==> config.mk <==
export PLATFORM = sky130hd
export DESIGN_NAME = multicycle_controller_flat
export DESIGN_NICKNAME = d
export VERILOG_FILES = /design/src/rtl/multicycle_controller_pkg.sv /design/src/rtl/multicycle_controller_if.sv /design/src/rtl/multicycle_controller_aludec.sv /design/src/rtl/multicycle_controller.sv /design/src/flat_wrapper.sv
export SDC_FILE = /design/constraint.sdc
export NUM_CORES = 1
export LEC_CHECK = 0
export CORE_MARGIN = 8
export CORE_UTILIZATION = 35
export DETAILED_ROUTE_END_ITERATION = 12
export HOLD_SLACK_MARGIN = 0.06
export PLACE_DENSITY = 0.73
export SETUP_SLACK_MARGIN = 0.3
export SLEW_MARGIN = 20
export SYNTH_ARGS = -nofsm -noshare
export SYNTH_HDL_FRONTEND = slang
export SYNTH_SLANG_ARGS = --single-unit
==> constraint.sdc <==
create_clock -name clk -period 3.8 [get_ports clk]
set_input_delay 0.76 -clock clk [delete_from_list [all_inputs] [get_ports clk]]
set_output_delay 0.76 -clock clk [all_outputs]
set_load 0.005 [all_outputs]
==> src/rtl/multicycle_controller_pkg.sv <==
// rtl/multicycle_controller_pkg.sv - shared encodings for the multicycle RV32I controller
package multicycle_controller_pkg;

   typedef enum logic [3:0] {
      FETCH    = 4'd0,
      DECODE   = 4'd1,
      MEMADR   = 4'd2,
      MEMREAD  = 4'd3,
      MEMWB    = 4'd4,
      MEMWRITE = 4'd5,
      EXECUTER = 4'd6,
      EXECUTEI = 4'd7,
      ALUWB    = 4'd8,
      BRANCH   = 4'd9,
      JAL      = 4'd10
   } state_t;

   localparam logic [1:0] ALUOP_ADD   = 2'b00;
   localparam logic [1:0] ALUOP_SUB   = 2'b01;
   localparam logic [1:0] ALUOP_FUNCT = 2'b10;

   localparam logic [3:0] ALU_ADD = 4'b0000;
   localparam logic [3:0] ALU_SUB = 4'b0001;
   localparam logic [3:0] ALU_AND = 4'b0010;
   localparam logic [3:0] ALU_OR  = 4'b0011;
   localparam logic [3:0] ALU_XOR = 4'b0100;
   localparam logic [3:0] ALU_SLT = 4'b0101;
   localparam logic [3:0] ALU_SLL = 4'b0110;
   localparam logic [3:0] ALU_SRL = 4'b0111;
   localparam logic [3:0] ALU_SRA = 4'b1000;

   localparam logic [6:0] OP_LOAD   = 7'b0000011;
   localparam logic [6:0] OP_STORE  = 7'b0100011;
   localparam logic [6:0] OP_REG    = 7'b0110011;
   localparam logic [6:0] OP_IMM    = 7'b0010011;
   localparam logic [6:0] OP_BRANCH = 7'b1100011;
   localparam logic [6:0] OP_JAL    = 7'b1101111;

   localparam logic [1:0] IMM_I = 2'b00;
   localparam logic [1:0] IMM_S = 2'b01;
   localparam logic [1:0] IMM_B = 2'b10;
   localparam logic [1:0] IMM_J = 2'b11;

   localparam logic [1:0] SRCA_PC    = 2'b00;
   localparam logic [1:0] SRCA_OLDPC = 2'b01;
   localparam logic [1:0] SRCA_RS1   = 2'b10;

   localparam logic [1:0] SRCB_RS2  = 2'b00;
   localparam logic [1:0] SRCB_IMM  = 2'b01;
   localparam logic [1:0] SRCB_FOUR = 2'b10;

   localparam logic [1:0] RES_ALUOUT    = 2'b00;
   localparam logic [1:0] RES_READDATA  = 2'b01;
   localparam logic [1:0] RES_ALURESULT = 2'b10;

   function automatic logic [1:0] imm_src_for(input logic [6:0] op);
      case (op)
         OP_STORE:  return IMM_S;
         OP_BRANCH: return IMM_B;
         OP_JAL:    return IMM_J;
         default:   return IMM_I;
      endcase
   endfunction

endpackage

==> src/rtl/multicycle_controller_if.sv <==
// rtl/multicycle_controller_if.sv - controller <-> datapath signal bundle
interface multicycle_controller_if;
   logic [6:0] op;
   logic [2:0] funct3;
   logic       funct7b5;
   logic       Zero;
   logic       MemReady;

   logic       PCWrite;
   logic       AdrSrc;
   logic       MemWrite;
   logic       IRWrite;
   logic [1:0] ResultSrc;
   logic [1:0] ALUSrcA;
   logic [1:0] ALUSrcB;
   logic [1:0] ImmSrc;
   logic [3:0] ALUControl;
   logic       RegWrite;
   logic       IllegalOp;
   logic [3:0] State;

   modport master (
      input  op, funct3, funct7b5, Zero, MemReady,
      output PCWrite, AdrSrc, MemWrite, IRWrite, ResultSrc, ALUSrcA, ALUSrcB,
             ImmSrc, ALUControl, RegWrite, IllegalOp, State
   );

   modport slave (
      output op, funct3, funct7b5, Zero, MemReady,
      input  PCWrite, AdrSrc, MemWrite, IRWrite, ResultSrc, ALUSrcA, ALUSrcB,
             ImmSrc, ALUControl, RegWrite, IllegalOp, State
   );
endinterface

==> src/rtl/multicycle_controller_aludec.sv <==
// rtl/multicycle_controller_aludec.sv - ALU operation decoder shared with the single-cycle core
module aludec
   import multicycle_controller_pkg::*;
(
   input  logic       opb5,
   input  logic [2:0] funct3,
   input  logic       funct7b5,
   input  logic [1:0] ALUOp,
   output logic [3:0] ALUControl
);

   logic rtype_sub;

   // Only register-register ops with IR[30] set subtract; addi ignores IR[30].
   assign rtype_sub = opb5 & funct7b5;

   always_comb begin
      ALUControl = ALU_ADD;
      case (ALUOp)
         ALUOP_ADD: ALUControl = ALU_ADD;
         ALUOP_SUB: ALUControl = ALU_SUB;
         ALUOP_FUNCT: begin
            case (funct3)
               3'b000:  ALUControl = rtype_sub ? ALU_SUB : ALU_ADD;
               3'b001:  ALUControl = ALU_SLL;
               3'b010:  ALUControl = ALU_SLT;
               3'b011:  ALUControl = ALU_SLT;
               3'b100:  ALUControl = ALU_XOR;
               3'b101:  ALUControl = funct7b5 ? ALU_SRA : ALU_SRL;
               3'b110:  ALUControl = ALU_OR;
               default: ALUControl = ALU_AND;
            endcase
         end
         default: ALUControl = ALU_ADD;
      endcase
   end

endmodule

==> src/rtl/multicycle_controller.sv <==
// rtl/multicycle_controller.sv - multicycle RV32I control FSM with memory-handshake stalls
module multicycle_controller
   import multicycle_controller_pkg::*;
#(
   parameter bit MEM_WAIT_EN = 1'b1
) (
   input  logic                    clk,
   input  logic                    reset,
   multicycle_controller_if.master bus
);

   state_t     state;
   state_t     state_next;
   logic       mem_ready;
   logic       branch_taken;
   logic [1:0] alu_op;

   logic       pc_write_c;
   logic       ir_write_c;
   logic       mem_write_c;
   logic       reg_write_c;
   logic       illegal_c;
   logic       adr_src;
   logic [1:0] result_src;
   logic [1:0] alu_src_a;
   logic [1:0] alu_src_b;

   assign mem_ready    = MEM_WAIT_EN ? bus.MemReady : 1'b1;
   assign branch_taken = ((bus.funct3 == 3'b000) &  bus.Zero) |
                         ((bus.funct3 == 3'b001) & ~bus.Zero);

   always_ff @(posedge clk or posedge reset) begin
      if (reset) begin
         state <= FETCH;
      end else begin
         state <= state_next;
      end
   end

   always_comb begin
      state_next  = state;
      pc_write_c  = 1'b0;
      ir_write_c  = 1'b0;
      mem_write_c = 1'b0;
      reg_write_c = 1'b0;
      illegal_c   = 1'b0;
      adr_src     = 1'b0;
      result_src  = RES_ALUOUT;
      alu_src_a   = SRCA_PC;
      alu_src_b   = SRCB_RS2;
      alu_op      = ALUOP_ADD;

      case (state)
         FETCH: begin
            alu_src_b  = SRCB_FOUR;
            result_src = RES_ALURESULT;
            ir_write_c = mem_ready;
            pc_write_c = mem_ready;
            state_next = mem_ready ? DECODE : FETCH;
         end
         DECODE: begin
            // ALUOut captures OldPC + imm as the branch/jump target
            alu_src_a = SRCA_OLDPC;
            alu_src_b = SRCB_IMM;
            case (bus.op)
               OP_LOAD, OP_STORE: state_next = MEMADR;
               OP_REG:            state_next = EXECUTER;
               OP_IMM:            state_next = EXECUTEI;
               OP_BRANCH:         state_next = BRANCH;
               OP_JAL:            state_next = JAL;
               default: begin
                  illegal_c  = 1'b1;
                  state_next = FETCH;
               end
            endcase
         end
         MEMADR: begin
            alu_src_a  = SRCA_RS1;
            alu_src_b  = SRCB_IMM;
            state_next = bus.op[5] ? MEMWRITE : MEMREAD;
         end
         MEMREAD: begin
            adr_src    = 1'b1;
            state_next = mem_ready ? MEMWB : MEMREAD;
         end
         MEMWB: begin
            result_src  = RES_READDATA;
            reg_write_c = 1'b1;
            state_next  = FETCH;
         end
         MEMWRITE: begin
            adr_src     = 1'b1;
            mem_write_c = 1'b1;
            state_next  = mem_ready ? FETCH : MEMWRITE;
         end
         EXECUTER: begin
            alu_src_a  = SRCA_RS1;
            alu_src_b  = SRCB_RS2;
            alu_op     = ALUOP_FUNCT;
            state_next = ALUWB;
         end
         EXECUTEI: begin
            alu_src_a  = SRCA_RS1;
            alu_src_b  = SRCB_IMM;
            alu_op     = ALUOP_FUNCT;
            state_next = ALUWB;
         end
         ALUWB: begin
            reg_write_c = 1'b1;
            state_next  = FETCH;
         end
         BRANCH: begin
            alu_src_a  = SRCA_RS1;
            alu_src_b  = SRCB_RS2;
            alu_op     = ALUOP_SUB;
            pc_write_c = branch_taken;
            state_next = FETCH;
         end
         JAL: begin
            // PC takes the target from ALUOut while the ALU forms OldPC + 4 for rd
            alu_src_a  = SRCA_OLDPC;
            alu_src_b  = SRCB_FOUR;
            pc_write_c = 1'b1;
            state_next = ALUWB;
         end
         default: state_next = FETCH;
      endcase
   end

   // Strobes are gated by reset so nothing writes while reset is asserted.
   assign bus.PCWrite   = pc_write_c  & ~reset;
   assign bus.IRWrite   = ir_write_c  & ~reset;
   assign bus.MemWrite  = mem_write_c & ~reset;
   assign bus.RegWrite  = reg_write_c & ~reset;
   assign bus.IllegalOp = illegal_c   & ~reset;

   assign bus.AdrSrc    = adr_src;
   assign bus.ResultSrc = result_src;
   assign bus.ALUSrcA   = alu_src_a;
   assign bus.ALUSrcB   = alu_src_b;
   assign bus.ImmSrc    = imm_src_for(bus.op);
   assign bus.State     = state;

   aludec u_aludec (
      .opb5       (bus.op[5]),
      .funct3     (bus.funct3),
      .funct7b5   (bus.funct7b5),
      .ALUOp      (alu_op),
      .ALUControl (bus.ALUControl)
   );

endmodule

==> src/flat_wrapper.sv <==
// flat-port wrapper written by rule: the top's interface ports become plain ports
module multicycle_controller_flat import multicycle_controller_pkg::*;
#(
   parameter bit MEM_WAIT_EN = 1'b1
)
  (clk, reset, bus_op, bus_funct3, bus_funct7b5, bus_Zero, bus_MemReady, bus_PCWrite, bus_AdrSrc, bus_MemWrite, bus_IRWrite, bus_ResultSrc, bus_ALUSrcA, bus_ALUSrcB, bus_ImmSrc, bus_ALUControl, bus_RegWrite, bus_IllegalOp, bus_State);
  multicycle_controller_if bus_i ();
  input  logic clk;
  input  logic reset;
  input wire logic [$bits(bus_i.op)-1:0] bus_op;
  input wire logic [$bits(bus_i.funct3)-1:0] bus_funct3;
  input wire logic [$bits(bus_i.funct7b5)-1:0] bus_funct7b5;
  input wire logic [$bits(bus_i.Zero)-1:0] bus_Zero;
  input wire logic [$bits(bus_i.MemReady)-1:0] bus_MemReady;
  output wire logic [$bits(bus_i.PCWrite)-1:0] bus_PCWrite;
  output wire logic [$bits(bus_i.AdrSrc)-1:0] bus_AdrSrc;
  output wire logic [$bits(bus_i.MemWrite)-1:0] bus_MemWrite;
  output wire logic [$bits(bus_i.IRWrite)-1:0] bus_IRWrite;
  output wire logic [$bits(bus_i.ResultSrc)-1:0] bus_ResultSrc;
  output wire logic [$bits(bus_i.ALUSrcA)-1:0] bus_ALUSrcA;
  output wire logic [$bits(bus_i.ALUSrcB)-1:0] bus_ALUSrcB;
  output wire logic [$bits(bus_i.ImmSrc)-1:0] bus_ImmSrc;
  output wire logic [$bits(bus_i.ALUControl)-1:0] bus_ALUControl;
  output wire logic [$bits(bus_i.RegWrite)-1:0] bus_RegWrite;
  output wire logic [$bits(bus_i.IllegalOp)-1:0] bus_IllegalOp;
  output wire logic [$bits(bus_i.State)-1:0] bus_State;
  assign bus_i.op = bus_op;
  assign bus_i.funct3 = bus_funct3;
  assign bus_i.funct7b5 = bus_funct7b5;
  assign bus_i.Zero = bus_Zero;
  assign bus_i.MemReady = bus_MemReady;
  assign bus_PCWrite = bus_i.PCWrite;
  assign bus_AdrSrc = bus_i.AdrSrc;
  assign bus_MemWrite = bus_i.MemWrite;
  assign bus_IRWrite = bus_i.IRWrite;
  assign bus_ResultSrc = bus_i.ResultSrc;
  assign bus_ALUSrcA = bus_i.ALUSrcA;
  assign bus_ALUSrcB = bus_i.ALUSrcB;
  assign bus_ImmSrc = bus_i.ImmSrc;
  assign bus_ALUControl = bus_i.ALUControl;
  assign bus_RegWrite = bus_i.RegWrite;
  assign bus_IllegalOp = bus_i.IllegalOp;
  assign bus_State = bus_i.State;
  multicycle_controller #(.MEM_WAIT_EN(MEM_WAIT_EN)) u_core (.clk(clk), .reset(reset), .bus(bus_i));
endmodule
==> metrics, run 1 <==
outcome finished clean; skew final 0.00108 ns; Total GRT Usage 0.122; Design Power 0.000192 W; Hold Crit Class register to register; DR iter-0 viols 20; Critical Path RT 3.04 ns; DR pass1 iterations 4; CTS Root Cell clkbuf_4; TritonCTS Buffers 3; CTS H-Tree Depth 1; clk slew on worst S/H paths 0.04 ns; Largest register FFs 4; commonest non-fill, non-tap cell in the layout clkdlybuf4s50_1; FF/Latch Area 101 um^2; min cycle time layout 3.24 ns; GPL Wtd Cong 0.828; # setup viols final 0; worst IR drop on VDD 0.220 mV; Final HPWL DP 1760 um; crit end category output pin; dpl ws 0.534 ns; antenna violations before repair 0; slew of the pin with the lowest slew margin 0.576 ns; post-synth cell types 43; die area 3640 um^2; top_reg_cell synth dfrtp_1; max-slew headroom at the worst pin 0.616; post-synthesis sequential area ratio 0.146; Die Wd 60.3 um; post-detailed-route via-to-cell ratio 5.39; number of synthesized flops with an enable pin 0; Hold Fails Final Rpt 0; synthesized area 687 um^2; most frequent cells in the layout clkdlybuf4s50_1 (36), inv_1 (8), nand2_1 (7), nor2_1 (7), a21oi_1 (6); DRT Wirelength 2160 um; Max Fclk 309 MHz; Area after DPL 1080 um^2; clock sinks 4; Slew Viols, Final 0; CP Class input pin to output pin; Lkg Pwr 0.415 nW; PwrDens 175 nW/um^2; share of cells above drive strength 1 0.0692; DRT antenna net count 0; Max clock buf depth 2; WL/cell 13.8 um; fill count 181; RSZ-0062 raised after global routing false; area of the multi-input gates 533 um^2; syn_nets 110; Die Y 60.3 um; Tcrit/Tclk final 0.852; Avg Cell Area, Syn 7.39 um^2; arrival time at the worst endpoint 2.48 ns; Yosys reg bits 4; IO Port Bufs 36; area grow syn2layout 60.1%; largest net degree at the start of global routing 19; worst setup margin 0.561 ns; Core Footprint 1900 um^2; max_cap viols 0; drc violations 0; net count reported at finish 149; vias in the first global route 803; Synth Warn # 0; worst-path maximum fanout 7; crit start category input pin; fraction of registers with async set/reset 1.00; sum of negative setup slack 0 ns; Post-CTS Setup Inserts 0; # hold bufs at CTS 0; Clk Latency, worst-skew pair 0.24 ns; CTS tree built; Inserted Diodes 0; gr ovfl total 0; synthesized instance count 93; IO Count 37; initial core utilization 0.361; fin area 1100 um^2; routed via count 846; num rows 16; first-pass GRT wire length 3500 um
## critical path: stages
cell	delay, ns
clkdlybuf4s50_1	0.51
or4_1	0.56
a21oi_1	0.13
clkdlybuf4s50_1	0.51
## worst paths after layout
path                                          start  cells after the start                   to  slack [ns]
worst max-delay path                  bus_funct3[2]                      4          bus_PCWrite        0.56
worst min-delay path            u_core.bus.State[3]                      1  u_core.bus.State[2]        0.69
worst max register to register  u_core.bus.State[1]                      3  u_core.bus.State[2]        2.15
worst min register to register  u_core.bus.State[3]                      1  u_core.bus.State[2]        0.69
max in group asynchronous                     reset                      2  u_core.bus.State[2]        2.78
min in group asynchronous                     reset                      2  u_core.bus.State[3]        0.83
## final cells by class
cell class,count,share of cell area
timing repair buffer,38,0.341
tap,27,0.0307
clock buffer,3,0.0205
inverter,9,0.0307
multi-input combinational,76,0.485
sequential,4,0.0922
## power by group
group / switching (W) / internal (W) / leakage, nW
registers: 0.00000472 / 0.0000448 / 0.0522
logic: 0.0000370 / 0.0000520 / 0.349
clock network: 0.0000185 / 0.0000354 / 0.0138
## Yosys cell counts, drive strengths merged (3+ instances only)
master,n,share of area
a21oi,6,0.044
dfrtp,4,0.15
nor4,5,0.046
inv,9,0.049
nand2b,3,0.027
buf,4,0.029
nor2,7,0.038
xnor2,3,0.038
nor2b,3,0.027
nand2,7,0.038
## routing by layer
| layer | GRT usage | up-vias | share of wire |
|---|---|---|---|
| li1 | - | 423 | - |
| met1 | 0.152 | 398 | 0.46 |
| met2 | 0.197 | 25 | 0.48 |
| met3 | 0.0516 | 0 | 0.063 |
| met4 | 0.0102 | 0 | 0 |
| met5 | 0 | - | 0 |
## per-stage QoR
stage | util | hold slack (ns) | cells
CTS | 0.578 | 0.701 | 157
global placement | 0.566 | 0.681 | 154
floorplan | - | 0.537 | 93
global route | 0.578 | 0.750 | 157
finish | 0.578 | 0.694 | 157
detailed placement | 0.566 | 0.691 | 154
## what timing repair did
item	in CTS	in global routing
gates resized for setup	0	1
endpoints found under the setup margin	0	1
endpoints found under the hold margin	0	0
## logic make-up after synthesis
group | Yosys count | synth area share
adders and majority gates | 2 | 0.0364
muxes | 2 | 0.0291
xor gates and xnor gates | 4 | 0.0510
and+or+nand+nor | 45 | 0.421
buffers and inverters | 13 | 0.0783
DFF | 4 | 0.146
AOI/OAI and AO/OA | 23 | 0.239
(Power assumes the default switching activity.)
==> run 2, diff against run 1 <==
CELL_PAD_IN_SITES_DETAIL_PLACEMENT = 1   (was default)
CELL_PAD_IN_SITES_GLOBAL_PLACEMENT = 1   (was default)
CORE_UTILIZATION = 29   (was 35)
CTS_BUF_LIST = sky130_fd_sc_hd__clkbuf_4   (was default)
PLACE_DENSITY = 0.87   (was 0.73)
==> run 2 against run 1 <==
  * Cell area down 1.0%
  * Count of clock-buffer cells in the layout did not move
  * Non-clock buffer count decreased by 2
==> metrics, run 2 (synthesis gave the netlist of run 1 again) <==
Total GRT Usage 0.119; IO Count 37; vias in the first global route 898; crit start category input pin; slew of the pin with the lowest slew margin 0.570 ns; Comb power frac 0.433; num rows 17; max-slew headroom at the worst pin 0.620; outcome finished clean; IO Port Bufs 36; worst-path maximum fanout 8; first-pass GRT wire length 4050 um; DR pass1 iterations 4; post-detailed-route via-to-cell ratio 5.56; Final HPWL DP 2010 um; WL/cell 15.7 um; initial core utilization 0.308; antenna violations before repair 0; fill count 283; sum of negative setup slack 0 ns; DRT Wirelength 2450 um; Core Footprint 2230 um^2; worst IR drop on VDD 0.117 mV; Critical Path RT 3.04 ns; DRT antenna net count 0; Area after DPL 1060 um^2; share of cells above drive strength 1 0.0703; skew final 0.00292 ns; drc violations 0; crit end category output pin; TritonCTS Buffers 3; Die Y 64.7 um; Max clock buf depth 2; final hold slack 0.750 ns; CTS H-Tree Depth 1; Hold Fails Final Rpt 0; worst setup margin 0.553 ns; Hold Crit Class register to register; # setup viols final 0; clk slew on worst S/H paths 0.04 ns; max_cap viols 0; arrival time at the worst endpoint 2.49 ns; Die Wd 64.7 um; CTS tree built; PwrDens 178 nW/um^2; gr ovfl total 0; commonest non-fill, non-tap cell in the layout clkdlybuf4s50_1; area of the multi-input gates 533 um^2; clock power share 0.286; Flop pwr share 0.281; Inserted Diodes 0; routed via count 868; sw frac 0.326; Largest register FFs 4; dpl ws 0.529 ns; Tcrit/Tclk final 0.854; RSZ-0062 raised after global routing false; Design Power 0.000194 W; area grow syn2layout 58.5%; CTS Root Cell clkbuf_4; largest net degree at the start of global routing 19; NetSw 0.0000631 W; clock sinks 4; Clk Latency, worst-skew pair 0.24 ns; Post-CTS Setup Inserts 0; Lkg Pwr 0.402 nW; Int Pwr 0.000131 W; min cycle time layout 3.25 ns; die area 4180 um^2; FF/Latch Area 104 um^2; Slew Viols, Final 0; Max Fclk 308 MHz; net count reported at finish 147; fin area 1090 um^2; CP Class input pin to output pin; DR iter-0 viols 16; most frequent cells in the layout clkdlybuf4s50_1 (36), inv_1 (8), nand2_1 (7), nor2_1 (7), a21oi_1 (6); GPL Wtd Cong 0.866
[run 2: changes by cell type in the layout (fill, tap and decap cells not counted), sizes merged]
cell | previous run | this run
buf | 2 | 0
[run 2: cell type report]
cell class	instances	area share
Sequential cell	4	0.0954
Timing Repair Buffer	36	0.331
Multi-Input combinational cell	76	0.490
Inverter	9	0.0310
Clock buffer	3	0.0207
Tap cell	28	0.0322
[run 2: worst max-delay path, cell delays in order]
cell and delay, ns:
clkdlybuf4s50_1 0.53, or4_1 0.55, a21oi_1 0.13, clkdlybuf4s50_1 0.52
[run 2: power by group through the flow]
stage | registers, W | logic (W) | clock network, W
6_report | 0.0000544 | 0.0000838 | 0.0000554
5_1_grt | 0.0000553 | 0.0000916 | 0.0000604
4_1_cts | 0.0000541 | 0.0000851 | 0.0000568
3_5_place_dp | 0.0000547 | 0.0000847 | 0
3_3_place_gp | 0.0000544 | 0.0000821 | 0
2_1_floorplan | 0.0000490 | 0.0000391 | 0
[run 2: metal layers]
layer  vias to the layer above  wire length [um]  track usage
li1                        423                 -            -
met1                       425              1020        0.122
met2                        20              1280        0.215
met3                         0               144       0.0464
met4                         0                 0       0.0409
met5                         -                 0            0
[run 2: final timing paths]
kind / startpoint / endpoint / slack, ns / depth (start not counted)
min in group asynchronous: reset / u_core.bus.State[1] / 0.88 / 2
min: u_core.bus.State[3] / u_core.bus.State[2] / 0.75 / 1
max in group asynchronous: reset / u_core.bus.State[3] / 2.72 / 2
max reg2reg: u_core.bus.State[0] / u_core.bus.State[2] / 2.11 / 3
min reg2reg: u_core.bus.State[3] / u_core.bus.State[2] / 0.75 / 1
max: bus_funct3[1] / bus_PCWrite / 0.55 / 4
[run 2: metrics by stage]
step / instances / utilization
global placement: 153 / 0.476
CTS: 156 / 0.486
floorplan: 93 / -
detailed placement: 153 / 0.476
finish: 156 / 0.487
global route: 156 / 0.487
[run 2: timing repair]
| item | 4_1_cts | 5_1_grt |
|---|---|---|
| hold buffers | 0 | 0 |
| setup endpoints to repair | 0 | 1 |
| gates resized for setup | 0 | 3 |
==> run 3, diff against run 2 <==
CAP_MARGIN = 40   (was default)
==> results of run 3 <==
Final layout, timing and power as in run 2 (identical DEF).
